<file path="src/rtl/sprite_renderer.sv">
// 2-bit-per-pixel sprite renderer: window test against per-frame shadow position,
// sprite ROM addressing, and palette lookup with a valid/opaque flag for layering.
module sprite_renderer #(
    parameter int SPR_W     = 78,
    parameter int SPR_H     = 53,
    parameter int ADDR_W    = 13,
    parameter int ROM_LAT   = 1,
    parameter int IDLE_ADDR = 0,
    parameter int HC_W      = 11,
    parameter int VC_W      = 10
) (
    input  logic              vclk,
    input  logic              rst,
    input  logic [HC_W-1:0]   hcount,
    input  logic [VC_W-1:0]   vcount,
    input  logic [HC_W-1:0]   x_pos,
    input  logic [VC_W-1:0]   y_pos,
    input  logic              enable,
    input  logic [7:0]        color_a,
    input  logic [7:0]        color_b,
    output logic [ADDR_W-1:0] rom_addr,
    input  logic [1:0]        rom_data,
    output logic [7:0]        pixel,
    output logic              pixel_valid
);

    localparam logic [HC_W:0]     W_EXT    = (HC_W+1)'(SPR_W);
    localparam logic [VC_W:0]     H_EXT    = (VC_W+1)'(SPR_H);
    localparam logic [ADDR_W:0]   W_ADDR   = (ADDR_W+1)'(SPR_W);
    localparam logic [ADDR_W:0]   ROW_MAX  = (ADDR_W+1)'(SPR_W * SPR_H);
    localparam logic [ADDR_W-1:0] IDLE_A   = ADDR_W'(IDLE_ADDR);

    // Per-frame shadow copies of the runtime controls
    logic [HC_W-1:0]   x_reg;
    logic [VC_W-1:0]   y_reg;
    logic              en_reg;
    logic [7:0]        ca_reg;
    logic [7:0]        cb_reg;
    logic [ADDR_W:0]   row_base_reg;
    logic [ADDR_W-1:0] rom_addr_reg;
    logic [7:0]        pixel_reg;
    logic              valid_reg;
    logic [ROM_LAT:0]  hit_pipe_reg;
    logic [ROM_LAT:0]  hit_next;

    logic              frame_start;
    logic [HC_W:0]     h_ext;
    logic [HC_W:0]     x_end;
    logic [VC_W:0]     v_ext;
    logic [VC_W:0]     y_end;
    logic              hit;
    logic              last_col;
    logic [HC_W-1:0]   col_off;
    logic [ADDR_W-1:0] addr_next;

    // Extended-width sums keep a window near the right/bottom edge from wrapping to 0
    assign frame_start = (hcount == '0) && (vcount == '0);
    assign h_ext       = {1'b0, hcount};
    assign v_ext       = {1'b0, vcount};
    assign x_end       = {1'b0, x_reg} + W_EXT;
    assign y_end       = {1'b0, y_reg} + H_EXT;
    assign hit         = en_reg
                         && (h_ext >= {1'b0, x_reg}) && (h_ext < x_end)
                         && (v_ext >= {1'b0, y_reg}) && (v_ext < y_end);
    assign last_col    = (h_ext == (x_end - (HC_W+1)'(1)));
    assign col_off     = hcount - x_reg;
    assign addr_next   = ADDR_W'(row_base_reg + (ADDR_W+1)'(col_off));

    always_ff @(posedge vclk or posedge rst) begin
        if (rst) begin
            x_reg        <= '0;
            y_reg        <= '0;
            en_reg       <= 1'b0;
            ca_reg       <= '0;
            cb_reg       <= '0;
            row_base_reg <= '0;
        end else if (frame_start) begin
            x_reg        <= x_pos;
            y_reg        <= y_pos;
            en_reg       <= enable;
            ca_reg       <= color_a;
            cb_reg       <= color_b;
            row_base_reg <= '0;
        end else if (hit && last_col && (row_base_reg != ROW_MAX)) begin
            row_base_reg <= row_base_reg + W_ADDR;
        end
    end

    always_ff @(posedge vclk or posedge rst) begin
        if (rst) begin
            rom_addr_reg <= IDLE_A;
        end else begin
            rom_addr_reg <= hit ? addr_next : IDLE_A;
        end
    end

    // Hit flag delayed 1+ROM_LAT cycles so it lines up with the returned ROM code
    assign hit_next[0] = hit;
    generate
        for (genvar gi = 1; gi <= ROM_LAT; gi++) begin : g_hit_dly
            assign hit_next[gi] = hit_pipe_reg[gi-1];
        end
    endgenerate

    always_ff @(posedge vclk or posedge rst) begin
        if (rst) begin
            hit_pipe_reg <= '0;
        end else begin
            hit_pipe_reg <= hit_next;
        end
    end

    always_ff @(posedge vclk or posedge rst) begin
        if (rst) begin
            pixel_reg <= 8'h00;
            valid_reg <= 1'b0;
        end else if (!hit_pipe_reg[ROM_LAT]) begin
            pixel_reg <= 8'h00;
            valid_reg <= 1'b0;
        end else begin
            case (rom_data)
                2'b01:   begin pixel_reg <= ca_reg; valid_reg <= 1'b1; end
                2'b10:   begin pixel_reg <= cb_reg; valid_reg <= 1'b1; end
                2'b11:   begin pixel_reg <= 8'hFF;  valid_reg <= 1'b1; end
                default: begin pixel_reg <= 8'h00;  valid_reg <= 1'b0; end
            endcase
        end
    end

    assign rom_addr    = rom_addr_reg;
    assign pixel       = pixel_reg;
    assign pixel_valid = valid_reg;

endmodule

</file>
<file path="config.mk">
export PLATFORM = sky130hd
export DESIGN_NAME = sprite_renderer
export DESIGN_NICKNAME = d
export VERILOG_FILES = /design/src/rtl/sprite_renderer.sv
export SDC_FILE = /design/constraint.sdc
export NUM_CORES = 1
export LEC_CHECK = 0
export BUFFER_PORTS_ARGS = -buffer_cell sky130_fd_sc_hd__buf_2
export CAP_MARGIN = 20
export CORE_AREA = 5 5 113 115
export DETAILED_ROUTE_END_ITERATION = 10
export DIE_AREA = 0 0 118 120
export PLACE_DENSITY = 0.76
export SETUP_SLACK_MARGIN = 0.3
export SLEW_MARGIN = 20
export SYNTH_ARGS = -nofsm -noshare
export SYNTH_HDL_FRONTEND = slang
export SYNTH_SLANG_ARGS = --single-unit
</file>
<file path="constraint.sdc">
create_clock -name vclk -period 10.9 [get_ports vclk]
set_input_delay 0 -clock vclk [delete_from_list [all_inputs] [get_ports vclk]]
set_output_delay 0 -clock vclk [all_outputs]
set_load 0.005 [all_outputs]
</file>
Word-level counts from Yosys, hierarchy flattened
Index checks and enable logic that the tools add are counted.
{"block": "totals", "ff_bits": 76, "input_bits": 63, "output_inout_bits": 22, "word_cells": 43}
{"block": "op_classes", "addsub": 6, "order_cmp": 4, "eq_ne": 5, "muxes": 7, "n_reduce_logical": 11}
{"op": "$mux 14", "n": 2}
{"op": "$pmux 8 s3", "n": 1}
{"op": "$add 14x7->14 const B", "n": 1}
{"op": "$ne 14x13->1 const B", "n": 1}
{"op": "$add 13x11->13", "n": 1}
{"op": "$mux 13", "n": 1}
{"op": "$add 11x7->12 const B", "n": 1}
{"op": "$eq 11x12->1", "n": 1}
{"op": "$lt 11x12->1", "n": 1}
{"op": "$sub 12x1->12 const B", "n": 1}
{"op": "$add 10x6->11 const B", "n": 1}
{"op": "$ge 11x11->1", "n": 1}
{"op": "$logic_not 11->1", "n": 1}
{"op": "$lt 10x11->1", "n": 1}
{"op": "$sub 11x11->11", "n": 1}
{"op": "$ge 10x10->1", "n": 1}
{"op": "$logic_not 10->1", "n": 1}
{"op": "$mux 8", "n": 1}
{"op": "$logic_and 1x1->1", "n": 7}
{"op": "$eq 2x2->1 const B", "n": 2}
{"op": "$reduce_or 3->1", "n": 1}
{"op": "$eq 2x1->1 const B", "n": 1}
{"op": "$mux 1", "n": 2}
{"op": "$reduce_bool 2->1", "n": 1}

Logic depth before layout (Yosys ltp)
{"block": "depth", "depth_word": 9, "depth_mapped": 18, "depth_no_buf": 18}

Least setup slack after synthesis
Ideal clock, no wire load.
{"block": "synth_timing", "path_kind": "register to register", "start": "register y_reg[0]", "end": "register row_base_reg[11]", "setup_time_ns": 0.120, "t_arrival_ns": 3.368, "required_time_ns": 10.780, "setup_slack_ns": 7.412, "stages_incl_launch_ff": 18, "n_path_buf": 1, "synth_period_minus_slack_ns": 3.488, "cell_sequence": "dfrtp_1 > ha_1 > nor2_1 > nor2_1 > or3_1 > and3_1 > xnor2_1 > ha_1 > nor4_1 > o21ai_0 > a21oi_1 > a311oi_1 > nor4_4 > nand4b_4 > nor4_4 > buf_6 > a311oi_1 > a41o_1"}
{"block": "synth_between", "elab_chain_len": 6, "word_cells_on_any_way": 8, "classes_between": "add/sub (1); order compare (2); reduce/logical (5)"}
{"item": "from (decl)", "line_no": "35", "text": "logic [VC_W-1:0] y_reg;"}
{"item": "from (signal assigned)", "line_no": "79", "text": "y_reg <= y_pos;"}
{"item": "$add 10x6->11 or $ge 10x10->1 (tied branches)", "line_no": "61, 64"}
{"item": "$lt 10x11->1 or $logic_and 1x1->1 (tied branches)", "line_no": "64", "text": "&& (v_ext >= {1'b0, y_reg}) && (v_ext < y_end);"}
{"item": "$logic_and 1x1->1 *", "line_no": "64"}
{"item": "$logic_and 1x1->1 * (2 in a row)", "line_no": "84", "text": "end else if (hit && last_col && (row_base_reg != ROW_MAX)) begin"}
{"item": "$reduce_bool 2->1 (no line) *"}
{"item": "to (signal assigned)", "line_no": "85", "text": "row_base_reg <= row_base_reg + W_ADDR;"}
{"item": "to (decl)", "line_no": "39", "text": "logic [ADDR_W:0] row_base_reg;"}
Mark *: on every way between the ends. The rest lies on a longest branch, timed or not.
A chain may end at the register's enable or synchronous reset.

Worst setup path after layout
Ends and elaborated chain as after synthesis.

==> run metrics <==
status=complete, no violations; crit path max fanout=20; period utilisation layout=0.408; setup_tns=0 ns; dominant synthesized flop cell=dfrtp_1; Num CTS Buffers=9; CTS Buffer Depth=2; Synth Register Bits=75; HP Start=rom_data[1]; fraction of registers with async set/reset=1.00; Synth area leaders=dfrtp_1 (34%), ha_1 (11%), xnor2_1 (4.8%), o21ai_0 (4.4%), nand2_1 (3.8%); commonest non-fill, non-tap cell in the layout=buf_2; met2 Usage GRT=0.334; initial cell density of the core=0.471; Net Count, Synth=707; CTS Root Cell=clkbuf_16; Min-Delay Endpoint=pixel[3]$_DFF_PP0_; H-tree lvl count=3; CP top delay family=simple AND/OR/NAND/NOR gates; Crit Path Category=reg -> reg; Req. time, crit path=11.13 ns; Vert. Die Dim=120 microns; sequential area share after synthesis=0.340; Die X=118 microns; multi-input logic area=0.00337 sq mm; fmax=0.225 GHz; largest net degree at the start of global routing=76; Seq. cell area=0.00188 sq mm; # DRC=0; Post-Synthesis Cells=592; final hold violation count=0; busiest grt layer=met2; number of antenna-violating nets in the routed design=0; Slew headroom=0.331; maximum VDD drop=76.0 uV; synthesized area per cell=9.31 sq um; Slew @ Worst Pin=0.996 ns; layout cell share with drive strength beyond 1=0.198; CP bufs+invs=0; IO buf count=84; post-CTS setup buffer count=0; initial antenna violation count=0; R2R depth=16; DRT Pass-1 Iters=5; R2R Setup Slk=6.45 ns; GRT Util Overall=0.202; Slew Limit Fails=0; Core ar.=0.0117 sq mm; IO Pins=85; Post-Route Skew=0.00778 ns; CP peak stage delay=0.94 ns; Critical R2R Launch=y_reg[0]$_DFFE_PP0P_; Reg2Reg Capture Point=row_base_reg[11]$_DFFE_PP0P_; Via density=5.59; # rows=40; via count=4834; total power=0.666 mW; diodes inserted=0; RSZ-0062 raised after global routing=no; critical path launch point type=flip-flop; pwr/cell area=98.5 mW/mm^2; leakage power=3.30 nW; grt ovf=0; first-pass GRT wire length=23.5 mm; vias in the first global route=4891; met3 Use GR=0.0467; CTS clk-pin slew, worst paths=0.07 ns; CP Cell Sequence=ha_1 -> nor2_1 -> nor2_1 -> or3_1 -> and3_1 -> xnor2_1 -> ha_1 -> nor4_1 -> o21ai_0 -> a21oi_1 -> a311oi_1 -> nor4_4 -> nand4b_4 -> nor4_4 -> a311oi_1 -> a41o_1; CP endpoint kind=flip-flop; largest area contributor in the netlist=dfrtp_1; WP data arrival=4.68 ns; Post-synth EDFFs=0; WHS Path Cells=3; CTS tree=built; grt met1 use=0.258; Nets=827; Crit-path slowest cell=nor4_4; shortest period the worst path allows=4.45 ns; Final GP Congestion=0.933; Die Area=0.0142 sq mm; library cells used by synthesis=69; total wire length=13.8 mm; post-DP HPWL=10.4 mm; commonest cells after routing, fill and taps aside=buf_2 (84), dfrtp_1 (75), nand2_1 (56), o21ai_0 (49), ha_1 (49); # setup viols final=0; synthesis-to-finish area growth=22.7%; Synth top area share=0.340; Syn. warnings=0; Hold Path Class=in -> reg; DRT iter0 DRCs=356; Clk Latency, worst-skew pair=0.34 ns; TritonCTS Sinks=75; wire length per cell=16.0 microns; post-synthesis cell area=0.00551 sq mm; filler cell count=1031; Max Cap Violations=0
-- cells by family (layout without fill, tap and decap cells) --
family | after synthesis | after routing | synth area share
flops | 75 | 75 | 0.340
simple gates | 174 | 174 | 0.161
buf+inv | 66 | 191 | 0.0504
other cells | 1 | 1 | 0.000680
fa+ha+maj | 53 | 53 | 0.124
mux | 19 | 19 | 0.0383
xor+xnor | 44 | 44 | 0.0821
compound gates | 160 | 160 | 0.203
-- synth_stat cells (9+ instances only) --
cell type	count
nor3_1	18
o21ai_0	49
nand2_1	56
nand4_1	9
dfrtp_1	75
a21boi_0	11
mux2_2	17
nand3_1	10
a21oi_1	26
inv_1	47
xnor2_1	30
nor2_1	36
ha_1	49
a211oi_1	11
xor2_1	9
-- worst max path at each step --
| stage | slack, ns | start | depth (start not counted) | endpoint |
|---|---|---|---|---|
| detailed placement | 6.47 | y_reg[0]$_DFFE_PP0P_ | 16 | row_base_reg[11]$_DFFE_PP0P_ |
| CTS | 6.45 | y_reg[0]$_DFFE_PP0P_ | 16 | row_base_reg[11]$_DFFE_PP0P_ |
| global placement | 6.61 | y_reg[0]$_DFFE_PP0P_ | 16 | row_base_reg[10]$_DFFE_PP0P_ |
| floorplan | 7.41 | y_reg[0]$_DFFE_PP0P_ | 17 | row_base_reg[11]$_DFFE_PP0P_ |
| global route | 6.10 | y_reg[0]$_DFFE_PP0P_ | 16 | row_base_reg[10]$_DFFE_PP0P_ |
| finish | 6.45 | y_reg[0]$_DFFE_PP0P_ | 16 | row_base_reg[11]$_DFFE_PP0P_ |
-- layout make-up --
type / instances / share of cell area
clock buffers: 9 / 0.0333
clock inverters: 7 / 0.0131
inverters: 48 / 0.0266
multi-input cells: 451 / 0.497
flip-flops and latches: 75 / 0.277
well taps: 147 / 0.0272
repair buffers: 127 / 0.125
-- report_power, final --
group / internal, mW / leakage, nW / switching, mW
registers: 0.278 / 0.897 / 0.00000997
logic: 0.0358 / 2.26 / 0.0384
clock network: 0.184 / 0.152 / 0.130
total: 0.498 / 3.30 / 0.169
-- per-stage QoR --
step / instance area (sq um) / std cells / setup WS (ns) / hold WS (ns) / utilization
after floorplan: 5510 / 592 / 7.41 / 0.117 / -
after global placement: 6050 / 808 / 6.61 / 0.202 / 0.517
after detailed placement: 6050 / 808 / 6.47 / 0.210 / 0.517
after CTS: 6760 / 864 / 6.45 / 0.0303 / 0.578
after global routing: 6770 / 864 / 6.10 / 0.0519 / 0.578
final: 6770 / 864 / 6.45 / 0.0422 / 0.578
-- routing by layer --
| metal | routed length (microns) | vias to the layer above | share of wire |
|---|---|---|---|
| li1 | - | 2376 | - |
| met5 | 0 | - | 0 |
| met3 | 762 | 23 | 0.055 |
| met1 | 6160 | 2297 | 0.45 |
| met2 | 6590 | 138 | 0.48 |
| met4 | 310 | 0 | 0.022 |
-- tightest hold or removal path: stages --
cell and delay, ns:
buf_2 0.19, nand2_1 0.08, a21boi_0 0.07
-- timing repair --
action,CTS,global route
endpoints found under the setup margin,0,0
endpoints found under the hold margin,67,0
gates resized for setup,0,0
hold buffers,40,0
(Power assumes the default switching activity.)
